$ cat src/rtl/aer_spike_encoder_pkg.sv
// -----------------------------------------------------------------------------
// aer_spike_encoder_pkg
// Shared constants and types for the AER spike encoder slice.
//   DEF_*        : default parameter values used by the encoder, its FIFO and
//                  the AER bus interface.
//   aer_event_t  : one address-event record {addr, ts} at default widths.
//   sat_add8     : saturating 8-bit accumulate used by the lost-spike counter.
// -----------------------------------------------------------------------------
package aer_spike_encoder_pkg;

    localparam int DEF_N_SRC      = 4;
    localparam int DEF_ADDR_W     = 2;
    localparam int DEF_TS_W       = 6;
    localparam int DEF_FIFO_DEPTH = 4;
    localparam int DROP_W         = 8;

    // Event record as it travels through the queue: source index, then stamp.
    typedef struct packed {
        logic [DEF_ADDR_W-1:0] addr;
        logic [DEF_TS_W-1:0]   ts;
    } aer_event_t;

    // Add a small increment to an 8-bit counter, pinning the result at 255.
    function automatic logic [7:0] sat_add8(input logic [7:0] base, input logic [3:0] inc);
        logic [8:0] sum;
        sum = {1'b0, base} + {5'b00000, inc};
        if (sum[8]) begin
            return 8'hFF;
        end else begin
            return sum[7:0];
        end
    endfunction

endpackage

$ cat src/rtl/aer_spike_encoder_if.sv
// -----------------------------------------------------------------------------
// aer_spike_encoder_if
// Valid/ready address-event bus between the encoder and its consumer.
//   aer_valid : an event is presented (producer -> consumer)
//   aer_ready : consumer accepts the presented event (consumer -> producer)
//   aer_addr  : source index of the presented event
//   aer_time  : capture timestamp of the presented event
// Modports: master = event producer (encoder), slave = event consumer.
// -----------------------------------------------------------------------------
interface aer_spike_encoder_if
    import aer_spike_encoder_pkg::*;
#(
    parameter int ADDR_W = DEF_ADDR_W,
    parameter int TS_W   = DEF_TS_W
);
    logic              aer_valid;
    logic              aer_ready;
    logic [ADDR_W-1:0] aer_addr;
    logic [TS_W-1:0]   aer_time;

    modport master (output aer_valid, output aer_addr, output aer_time, input aer_ready);
    modport slave  (input aer_valid, input aer_addr, input aer_time, output aer_ready);
endinterface

$ cat src/rtl/aer_event_fifo.sv
// -----------------------------------------------------------------------------
// aer_event_fifo
// Small synchronous event queue with first-word-fall-through head.
//   clk, reset : rising-edge clock, asynchronous active-high reset
//   push       : write push_data (honoured when not full, or full with a pop)
//   push_data  : event word {addr, ts}
//   pop_req    : consumer ready; a pop happens when pop_req and not empty
//   full/empty : occupancy flags
//   pop        : a pop happens on this edge
//   head       : oldest stored event
// -----------------------------------------------------------------------------
module aer_event_fifo
    import aer_spike_encoder_pkg::*;
#(
    parameter int DW    = DEF_ADDR_W + DEF_TS_W,
    parameter int DEPTH = DEF_FIFO_DEPTH
) (
    input  logic          clk,
    input  logic          reset,
    input  logic          push,
    input  logic [DW-1:0] push_data,
    input  logic          pop_req,
    output logic          full,
    output logic          empty,
    output logic          pop,
    output logic [DW-1:0] head
);

    localparam int PTR_W = (DEPTH > 1) ? $clog2(DEPTH) : 1;
    localparam logic [PTR_W:0] DEPTH_C = (PTR_W + 1)'(DEPTH);

    logic [DW-1:0]    mem_q [DEPTH];
    logic [PTR_W-1:0] wr_ptr_q, wr_ptr_d;
    logic [PTR_W-1:0] rd_ptr_q, rd_ptr_d;
    logic [PTR_W:0]   count_q, count_d;
    logic             push_ok_s;

    assign empty     = (count_q == '0);
    assign full      = (count_q == DEPTH_C);
    assign pop       = pop_req && !empty;
    // A full queue still accepts a write when the head leaves on the same edge.
    assign push_ok_s = push && (!full || pop);
    assign head      = mem_q[rd_ptr_q];

    // Next-state for pointers and occupancy; power-of-two depth wraps naturally.
    always_comb begin
        wr_ptr_d = wr_ptr_q;
        rd_ptr_d = rd_ptr_q;
        count_d  = count_q;
        if (push_ok_s) begin
            wr_ptr_d = wr_ptr_q + 1'b1;
        end else begin
            wr_ptr_d = wr_ptr_q;
        end
        if (pop) begin
            rd_ptr_d = rd_ptr_q + 1'b1;
        end else begin
            rd_ptr_d = rd_ptr_q;
        end
        case ({push_ok_s, pop})
            2'b10:   count_d = count_q + 1'b1;
            2'b01:   count_d = count_q - 1'b1;
            default: count_d = count_q;
        endcase
    end

    // Pointer and occupancy registers.
    always_ff @(posedge clk or posedge reset) begin
        if (reset) begin
            wr_ptr_q <= '0;
            rd_ptr_q <= '0;
            count_q  <= '0;
        end else begin
            wr_ptr_q <= wr_ptr_d;
            rd_ptr_q <= rd_ptr_d;
            count_q  <= count_d;
        end
    end

    // Storage array; contents are don't-care until written, so no reset.
    always_ff @(posedge clk) begin
        if (push_ok_s) begin
            mem_q[wr_ptr_q] <= push_data;
        end
    end

endmodule

$ cat src/rtl/aer_spike_encoder.sv
// -----------------------------------------------------------------------------
// aer_spike_encoder
// Captures single-cycle spikes from N_SRC sources, stamps them with a free-
// running timestamp, arbitrates round-robin into an event queue and presents
// events on a valid/ready AER bus.
//   clk, reset  : rising-edge clock, asynchronous active-high reset
//   en          : capture enable; spikes are ignored while low
//   spike_in    : one spike pulse per source
//   aer         : AER bus (master side): valid/ready/addr/time
//   drop_count  : saturating count of spikes lost to a busy source slot
// -----------------------------------------------------------------------------
module aer_spike_encoder
    import aer_spike_encoder_pkg::*;
#(
    parameter int N_SRC      = DEF_N_SRC,
    parameter int ADDR_W     = DEF_ADDR_W,
    parameter int TS_W       = DEF_TS_W,
    parameter int FIFO_DEPTH = DEF_FIFO_DEPTH
) (
    input  logic                clk,
    input  logic                reset,
    input  logic                en,
    input  logic [N_SRC-1:0]    spike_in,
    aer_spike_encoder_if.master aer,
    output logic [DROP_W-1:0]   drop_count
);

    localparam int EVT_W = ADDR_W + TS_W;

    logic [TS_W-1:0]   ts_q, ts_d;
    logic [N_SRC-1:0]  pending_q, pending_d;
    logic [TS_W-1:0]   ts_lat_q [N_SRC];
    logic [TS_W-1:0]   ts_lat_d [N_SRC];
    logic [ADDR_W-1:0] rr_ptr_q, rr_ptr_d;
    logic [7:0]        drop_count_q, drop_count_d;

    logic              can_push_s;
    logic              grant_vld_s;
    logic [ADDR_W-1:0] grant_idx_s;
    logic [N_SRC-1:0]  drops_s;
    logic [3:0]        drop_num_s;
    logic              fifo_full_s, fifo_empty_s, fifo_pop_s;
    logic [EVT_W-1:0]  fifo_head_s;
    logic [EVT_W-1:0]  push_data_s;

    // A slot may be granted only if the queue can take the event this edge.
    assign can_push_s = !fifo_full_s || fifo_pop_s;

    // Round-robin search of pending sources starting at rr_ptr.
    always_comb begin
        logic [ADDR_W-1:0] cand;
        grant_vld_s = 1'b0;
        grant_idx_s = rr_ptr_q;
        cand        = rr_ptr_q;
        for (int k = 0; k < N_SRC; k++) begin
            cand = rr_ptr_q + ADDR_W'(k);
            if (can_push_s && !grant_vld_s && pending_q[cand]) begin
                grant_vld_s = 1'b1;
                grant_idx_s = cand;
            end else begin
                grant_vld_s = grant_vld_s;
            end
        end
    end

    // Capture, drop detection, timestamp and pointer next-state.
    always_comb begin
        logic spk;
        logic gnt;
        ts_d      = ts_q + 1'b1;
        pending_d = pending_q;
        ts_lat_d  = ts_lat_q;
        drops_s   = '0;
        spk       = 1'b0;
        gnt       = 1'b0;
        for (int i = 0; i < N_SRC; i++) begin
            spk = en && spike_in[i];
            gnt = grant_vld_s && (grant_idx_s == ADDR_W'(i));
            if (gnt) begin
                // Leaving slot is refilled by a same-edge spike; no loss.
                pending_d[i] = spk;
                if (spk) begin
                    ts_lat_d[i] = ts_q;
                end else begin
                    ts_lat_d[i] = ts_lat_q[i];
                end
            end else if (spk && pending_q[i]) begin
                drops_s[i] = 1'b1;
            end else if (spk) begin
                pending_d[i] = 1'b1;
                ts_lat_d[i]  = ts_q;
            end else begin
                pending_d[i] = pending_q[i];
            end
        end

        drop_num_s = 4'd0;
        for (int i = 0; i < N_SRC; i++) begin
            drop_num_s = drop_num_s + {3'b000, drops_s[i]};
        end
        drop_count_d = sat_add8(drop_count_q, drop_num_s);

        if (grant_vld_s) begin
            rr_ptr_d = grant_idx_s + 1'b1;
        end else begin
            rr_ptr_d = rr_ptr_q;
        end
    end

    // Encoder state registers.
    always_ff @(posedge clk or posedge reset) begin
        if (reset) begin
            ts_q         <= '0;
            pending_q    <= '0;
            rr_ptr_q     <= '0;
            drop_count_q <= 8'd0;
            for (int i = 0; i < N_SRC; i++) begin
                ts_lat_q[i] <= '0;
            end
        end else begin
            ts_q         <= ts_d;
            pending_q    <= pending_d;
            rr_ptr_q     <= rr_ptr_d;
            drop_count_q <= drop_count_d;
            for (int i = 0; i < N_SRC; i++) begin
                ts_lat_q[i] <= ts_lat_d[i];
            end
        end
    end

    assign push_data_s = {grant_idx_s, ts_lat_q[grant_idx_s]};

    aer_event_fifo #(
        .DW    (EVT_W),
        .DEPTH (FIFO_DEPTH)
    ) u_fifo (
        .clk       (clk),
        .reset     (reset),
        .push      (grant_vld_s),
        .push_data (push_data_s),
        .pop_req   (aer.aer_ready),
        .full      (fifo_full_s),
        .empty     (fifo_empty_s),
        .pop       (fifo_pop_s),
        .head      (fifo_head_s)
    );

    assign aer.aer_valid = !fifo_empty_s;
    assign aer.aer_addr  = fifo_head_s[EVT_W-1:TS_W];
    assign aer.aer_time  = fifo_head_s[TS_W-1:0];
    assign drop_count    = drop_count_q;

endmodule

$ cat src/flat_wrapper.sv
// flat-port wrapper written by rule: the top's interface ports become plain ports
module aer_spike_encoder_flat import aer_spike_encoder_pkg::*;
#(
    parameter int N_SRC      = DEF_N_SRC,
    parameter int ADDR_W     = DEF_ADDR_W,
    parameter int TS_W       = DEF_TS_W,
    parameter int FIFO_DEPTH = DEF_FIFO_DEPTH
)
  (clk, reset, en, spike_in, drop_count, aer_aer_valid, aer_aer_addr, aer_aer_time, aer_aer_ready);
  aer_spike_encoder_if #(.ADDR_W(ADDR_W), .TS_W(TS_W)) aer_i ();
  input  logic clk;
  input  logic reset;
  input  logic en;
  input  logic [N_SRC-1:0] spike_in;
  output logic [DROP_W-1:0] drop_count;
  output wire logic [$bits(aer_i.aer_valid)-1:0] aer_aer_valid;
  output wire logic [$bits(aer_i.aer_addr)-1:0] aer_aer_addr;
  output wire logic [$bits(aer_i.aer_time)-1:0] aer_aer_time;
  input wire logic [$bits(aer_i.aer_ready)-1:0] aer_aer_ready;
  assign aer_aer_valid = aer_i.aer_valid;
  assign aer_aer_addr = aer_i.aer_addr;
  assign aer_aer_time = aer_i.aer_time;
  assign aer_i.aer_ready = aer_aer_ready;
  aer_spike_encoder #(.N_SRC(N_SRC), .ADDR_W(ADDR_W), .TS_W(TS_W), .FIFO_DEPTH(FIFO_DEPTH)) u_core (.clk(clk), .reset(reset), .en(en), .spike_in(spike_in), .aer(aer_i), .drop_count(drop_count));
endmodule
$ cat config.mk
export PLATFORM = sky130hd
export DESIGN_NAME = aer_spike_encoder_flat
export DESIGN_NICKNAME = d
export VERILOG_FILES = /design/src/rtl/aer_spike_encoder_pkg.sv /design/src/rtl/aer_spike_encoder_if.sv /design/src/rtl/aer_event_fifo.sv /design/src/rtl/aer_spike_encoder.sv /design/src/flat_wrapper.sv
export SDC_FILE = /design/constraint.sdc
export NUM_CORES = 1
export LEC_CHECK = 0
export ABC_AREA = 0
export CORE_MARGIN = 4
export CORE_UTILIZATION = 45
export DETAILED_ROUTE_END_ITERATION = 6
export GPL_ROUTABILITY_DRIVEN = 0
export PLACE_DENSITY = 0.62
export SLEW_MARGIN = 0
export SYNTH_ARGS = -nofsm -noshare
export SYNTH_HDL_FRONTEND = slang
export SYNTH_SLANG_ARGS = --single-unit
$ cat constraint.sdc
create_clock -name clk -period 10.5 [get_ports clk]
set_clock_uncertainty 0.1 [all_clocks]
set_input_delay 2.1 -clock clk [delete_from_list [all_inputs] [get_ports clk]]
set_output_delay 2.1 -clock clk [all_outputs]
set_load 0.02 [all_outputs]
Word level (Yosys, flattened, before mapping) --
Memories as Yosys holds them, arrays and structs flattened. Index checks and enable logic that the tools add are counted.
Cells by class: equal/unequal tests 10, shift-type cells 0, div/mod/pow operators 0, $mul 0, mux-type cells 54, $add $sub $neg 13, order comparisons 5, reduce and logical (&&, ||, !) cells 38, bitwise logic cells 1
Operators by type and width (count):
- 2-to-1 mux 6 bit | 14
- 2-to-1 mux 1 bit | 30
- logical AND 1 bit | 21
- binary-select mux 6 bit (select 2 bit) | 1
- less-than comparator 2 x 3 -> 1 bit (second input constant) | 4
- nonzero test 2 bit | 5
- adder 8 x 4 -> 9 bit | 1
- adder 2 x 1 -> 2 bit (second input constant) | 4
- adder 4 x 1 -> 4 bit | 2
- binary-select mux 1 bit (select 2 bit) | 4
- 2-to-1 mux 8 bit | 1
- inequality test 2 x 1 -> 1 bit (second input constant) | 4
- AND reduction 2 bit | 4
- adder 6 x 1 -> 6 bit (second input constant) | 1
- equality test 2 bit (second input constant) | 3
- 2-to-1 mux 2 bit | 3
- case mux 3 bit (2 select lines) | 1
- logical NOT 1 bit | 5
- adder 2 bit (second input constant) | 2
- equality test 2 x 1 -> 1 bit (second input constant) | 2
- adder 3 x 1 -> 3 bit (second input constant) | 1
- equality test 3 bit (second input constant) | 1
- >= comparator 3 bit (second input constant) | 1
- logical NOT 3 bit | 1
- 5 further kinds | 5
Storage, ports and cells: bits in latches 0, ROM bits 0, register bits after elaboration 51, RAM bits 32, output and inout port bits 17, word-level logic and storage cells 136, memories kept 1
Memory list:
- u_core.u_fifo.mem_q | depth 4, width 8, rd ports 1, clocked after memory_dff 0, write ports 1, line aer_event_fifo.sv:32 | logic [DW-1:0] mem_q [DEPTH];

Longest topological paths before layout --
word-level depth 26, depth in mapped cells 20

By module --
From an unflattened synthesis, not the netlist that was laid out.
Unflattened totals: cell total of the unflattened synthesis 304, area, all modules 4107.7 um2
Modules (own cells, without submodules):
- aer_spike_encoder | seq. area each 1101.1 um2, cells each 204, instances 1, area an instance 2401.1 um2
- aer_event_fifo | seq. area each 1136.1 um2, cells each 100, instances 1, area an instance 1706.6 um2

Least setup slack after synthesis --
OpenSTA, ideal clock, no wires.
kind input to register, from in aer_aer_ready, to reg u_core.drop_count_q[7], in the netlist u_core.drop_count[7], arrival 5.340 ns, setup slack 4.935 ns, setup time 0.125 ns, required time 10.275 ns, buffers on the path 0, stages 19, cell sequence or4b_4 -> nand2_1 -> a21oi_2 -> a21oi_2 -> or2_4 -> inv_4 -> o21ai_0 -> nor2_1 -> ha_1 -> inv_1 -> fa_1 -> inv_1 -> ha_1 -> ha_1 -> a21o_1 -> a21oi_1 -> nor2b_1 -> nand2_1 -> mux2_2
On the way: cells in the longest elaborated chain, start to end 24
RTL lines:
- from (decl) | line flat_wrapper.sv:19 | input wire logic [$bits(aer_i.aer_ready)-1:0] aer_aer_ready;
- logical AND 1 bit (*) | line aer_event_fifo.sv:40 | assign pop = pop_req && !empty;
- logical OR 1 bit (*) | line aer_spike_encoder.sv:47 | assign can_push_s = !fifo_full_s || fifo_pop_s;
- logical AND 1 bit | line aer_spike_encoder.sv:57 | if (can_push_s && !grant_vld_s && pending_q[cand]) begin
- 2-to-1 mux 1 bit | line aer_spike_encoder.sv:57
- logical NOT 1 bit | line aer_spike_encoder.sv:57
- logical AND 1 bit (2 in a row) | line aer_spike_encoder.sv:57
- 2-to-1 mux 1 bit | line aer_spike_encoder.sv:57
- logical NOT 1 bit | line aer_spike_encoder.sv:57
- [7 not listed]
- named net u_core.grant_idx_s[1] | line aer_spike_encoder.sv:39 | logic [ADDR_W-1:0] grant_idx_s;
- [1 not listed]
- logical AND 1 bit | line aer_spike_encoder.sv:78 | gnt = grant_vld_s && (grant_idx_s == ADDR_W'(i));
- 2-to-1 mux 1 bit | line aer_spike_encoder.sv:79 | if (gnt) begin
- adder 1 x 1 -> 2 bit | line aer_spike_encoder.sv:99 | drop_num_s = drop_num_s + {3'b000, drops_s[i]};
- adder 4 x 1 -> 4 bit | line aer_spike_encoder.sv:99
- adder 4 x 1 -> 4 bit (*) | line aer_spike_encoder.sv:99
- adder 8 x 4 -> 9 bit (*) | line aer_spike_encoder_pkg.sv:26 | sum = {1'b0, base} + {5'b00000, inc};
- 2-to-1 mux 8 bit (*) | line aer_spike_encoder_pkg.sv:27 | if (sum[8]) begin
- named net u_core.drop_count_d[7] | line aer_spike_encoder.sv:35 | logic [7:0] drop_count_q, drop_count_d;
- to (signal assigned) | line aer_spike_encoder.sv:124 | drop_count_q <= drop_count_d;
- to (decl) | line aer_spike_encoder.sv:35
The timed path passes the listed nets; every way through them passes the cells marked *. A chain may end at the register's enable or synchronous reset.

Final worst setup path --
from in aer_aer_ready, to reg u_core.drop_count_q[2], in the netlist u_core.drop_count[2]
Same word-level chain as after synthesis.

==> summary.md <==
| Metric | Value |
|---|---|
| Status | `finished, final reports clean` |
| Net count after synthesis | `326` |
| VDD IR max | `0.000127 V` |
| Floorplan die height | `103 µm` |
| Worst setup EP type | `flip-flop` |
| Category of the critical setup timing path | `input port to flip-flop` |
| Number of clock sinks seen by CTS | `83` |
| Synth Instances | `304` |
| Clock H-tree levels | `3` |
| Vias per Instance | `5.32` |
| CTS Buf Count | `9` |
| Launching element type of the critical path | `input port` |
| Number of synthesized flops with an enable pin | `32` |
| Sequence of cells on the critical path | `clkdlybuf4s50_1 > nor4b_2 > nor3_1 > a21o_1 > a21oi_2 > or2_4 > inv_4 > o21ai_0 > nor2_1 > ha_1 > inv_1 > fa_1 > inv_1 > ha_1 > inv_1 > fa_1 > nor2b_1 > o21a_1 > nand3_1 > o21ai_0` |
| Wire length of the first global-routing pass | `11,800 µm` |
| Average detailed-routed wire length per instance | `15.4 µm` |
| Cell type group with the largest total delay on the critical path | `adder cells` |
| Number of cells on the worst reg-to-reg path | `17` |
| Count of buffers from port buffering | `24` |
| Area growth from synthesis to final layout | `12.2%` |
| Async set-or-reset flop fraction in the synthesized netlist | `61.4%` |
| Post-CTS Hold Fix Bufs | `0` |
| Data required time at the worst endpoint | `10,670 ps` |
| Final hold violation count | `0` |
| Share of the synthesized area in the top cell type | `31.2%` |
| DRT Wirelength | `6790 µm` |
| Crit share post-route | `57.5%` |
| Clock root cell | `clkbuf_8` |
| Number of top-level pins | `25` |
| Area of the die | `10,700 µm²` |
| Worst Max-Slew Pin Slew | `1070 ps` |
| Worst path slowest cell | `clkdlybuf4s50_1` |
| Count of cell types in the netlist | `51` |
| Crit-path most repeated cell | `inv_1` |
| # nets final | `350` |
| Overall Power | `1.66 mW` |
| Via count of the first global-routing pass | `2,400` |
| Count of cells resized by post-cts repair | `0` |
| Destination of the critical timing path | `u_core.drop_count[2]` |
| Maximum number of pins on one net before global-route repair | `52` |
| Worst R2R Start | `u_core.pending_q[0]` |
| Number of DRC violations after detailed-routing iteration 0 | `61` |
| Post-CTS clock slew at the launch and capture registers of the worst setup and hold paths | `90 ps` |
| CTS max path bufs | `2` |
| Delay of the slowest cell on the worst path | `450 ps` |
| Dominant cell by count in the synthesized netlist | `dfrtp_1` |
| TritonCTS clock tree | `done` |
| Pwr/cell area | `361 nW/µm²` |
| Leak | `1.89 nW` |
| Crit path buffers/inverters | `5` |
| Most used DFF post-synth | `dfrtp_1` |
| Cell depth of the worst setup path | `20` |
| Endpoint of the worst register-to-register path | `u_core.drop_count[2]` |
| Number of remaining DRC errors | `0` |
| Clock insertion delay at the later pin of the skew report | `350 ps` |
| Routed vias | `2,345` |
| Count of max-cap constraint violations | `0` |
| Core region area | `8760 µm²` |
| Number of synthesized register bits | `83` |
| Classification of the worst-slack hold path | `flip-flop to flip-flop` |
| Number of placement rows | `34` |
| Most frequent cells after synthesis | `dfrtp_1, edfxtp_1, nand2_1` |
| Max_slew headroom | `28.8%` |
| Pins Over Slew Limit | `0` |
| Final-report setup violation count | `0` |
| Crit Path Max Fanout | `12` |
| Critical Path Start | `aer_aer_ready` |
| Arrival time worst endpoint | `6210 ps` |
| Post-CTS setup buffer count | `0` |
| Global-route congestion overflow total | `0` |
| Starting Density | `46.6%` |
| Area contributors post-synth | `dfrtp_1, edfxtp_1, mux2_2, mux4_2, mux2i_1` |
| Total of warnings raised by yosys | `0` |
| Chip width | `103 µm` |
| Register-to-register path setup slack | `6020 ps` |
| Min Clock Period, post-route | `6040 ps` |
| Largest area contributor in the netlist | `dfrtp_1` |
| Post-synthesis sequential area ratio | `54.7%` |
| Initial antenna violation count | `0` |
| Antenna diode count | `0` |
| DRT antenna net count | `0` |
| Overall routing resource usage | `14.5%` |
| Total iterations of the first detailed-routing run | `4` |
| Cell area after synthesis | `4090 µm²` |
| Detailed placement HPWL | `4750 µm` |
| Unrepaired setup endpoints after global routing | `false` |
| Post-Syn Area per Cell | `13.4 µm²` |
| Setup TNS after final layout | `0 ps` |
| Maximum frequency from static timing analysis | `0.166 GHz` |
| Share of cells above drive strength 1 | `20.7%` |
## cell type report
| type | instances | area, µm² |
|---|---|---|
| clock buffers | 9 | 124 |
| clock inverters | 7 | 58.8 |
| fillers | 772 | 4180 |
| inverters | 17 | 66.3 |
| multi-input cells | 193 | 1720 |
| flip-flops and latches | 83 | 2240 |
| well taps | 108 | 135 |
| repair buffers | 24 | 240 |
## per-stage QoR
step / setup slack, ps / cells / cell area (µm²) / hold slack [ps] / util [%]
floorplan: 4940 / 304 / 4090 / 360 / -
CTS: 4460 / 441 / 4580 / 410 / 52.3
finish: 4460 / 441 / 4580 / 409 / 52.3
global route: 4120 / 441 / 4580 / 426 / 52.3
global placement: 4220 / 425 / 4400 / 386 / 50.2
detailed placement: 4080 / 425 / 4400 / 393 / 50.2
## sequential cells by signal, indices dropped and copies added (netlist names)
name,cells
u_core.ts_lat_q,24
u_core.drop_count,8
u_core.ts_q,6
u_core.u_fifo.wr_ptr_q,2
u_core.u_fifo.rd_ptr_q,2
u_core.u_fifo.count_q,3
u_core.pending_q,4
u_core.rr_ptr_q,2
u_core.u_fifo.mem_q,32
## worst register-to-register path, delay by kind of cell, from the launching register on
family	cells	cell delay (ps)
fa+ha+maj	4	1250
compound gates	4	1050
simple gates	5	1020
flops	1	630
buf+inv	4	340
## cell usage in the layout (no fill, tap or decap), types with 6 or more instances in the layout
cell type,netlist,final
mux2_4,6,6
mux2_2,19,19
clkdlybuf4s50_1,0,24
mux2i_1,19,19
ha_1,11,11
nor2_1,9,9
nand2_1,22,22
xnor2_1,8,8
edfxtp_1,32,32
inv_1,16,15
dfrtp_1,51,51
mux4_2,9,9
nor2b_1,10,10
clkbuf_8,0,9
o21ai_0,10,10
## worst min-delay path by stage
stage,endpoint,slack [ps],start,depth (start not counted)
2_1_floorplan,u_core.u_fifo.count_q[2],360,u_core.u_fifo.count_q[2],1
3_3_place_gp,u_core.ts_lat_q[19],390,u_core.ts_lat_q[19],1
3_5_place_dp,u_core.ts_lat_q[14],390,u_core.ts_lat_q[14],1
4_1_cts,u_core.u_fifo.count_q[2],410,u_core.u_fifo.count_q[2],1
5_1_grt,u_core.ts_lat_q[4],430,u_core.ts_lat_q[4],1
6_report,u_core.u_fifo.count_q[2],410,u_core.u_fifo.count_q[2],1
## layer usage
metal  wire, µm  track usage (%)  vias up
li1           -                -     1134
met1       3190             18.9     1165
met2       3210             22.8       35
met3        263             4.83       11
met4        115             4.88        0
met5          0                0        -
## logic make-up (layout without fill, tap and decap cells)
kind of cell | count (synthesis) | count (layout) | synth area share, %
compound gates | 40 | 40 | 7.19
xor+xnor | 13 | 13 | 2.79
fa+ha+maj | 14 | 14 | 4.84
buf+inv | 28 | 57 | 3.12
flops | 83 | 83 | 54.7
mux | 53 | 53 | 17.0
simple gates | 73 | 73 | 10.3
## where the power goes
| part | internal (mW) | total [mW] | leakage [nW] | switching, mW |
|---|---|---|---|---|
| registers | 0.548 | 0.668 | 0.879 | 0.120 |
| logic | 0.385 | 0.776 | 0.923 | 0.391 |
| clock network | 0.0890 | 0.211 | 0.0868 | 0.122 |
Note: power is estimated with default switching activity, not from simulation.
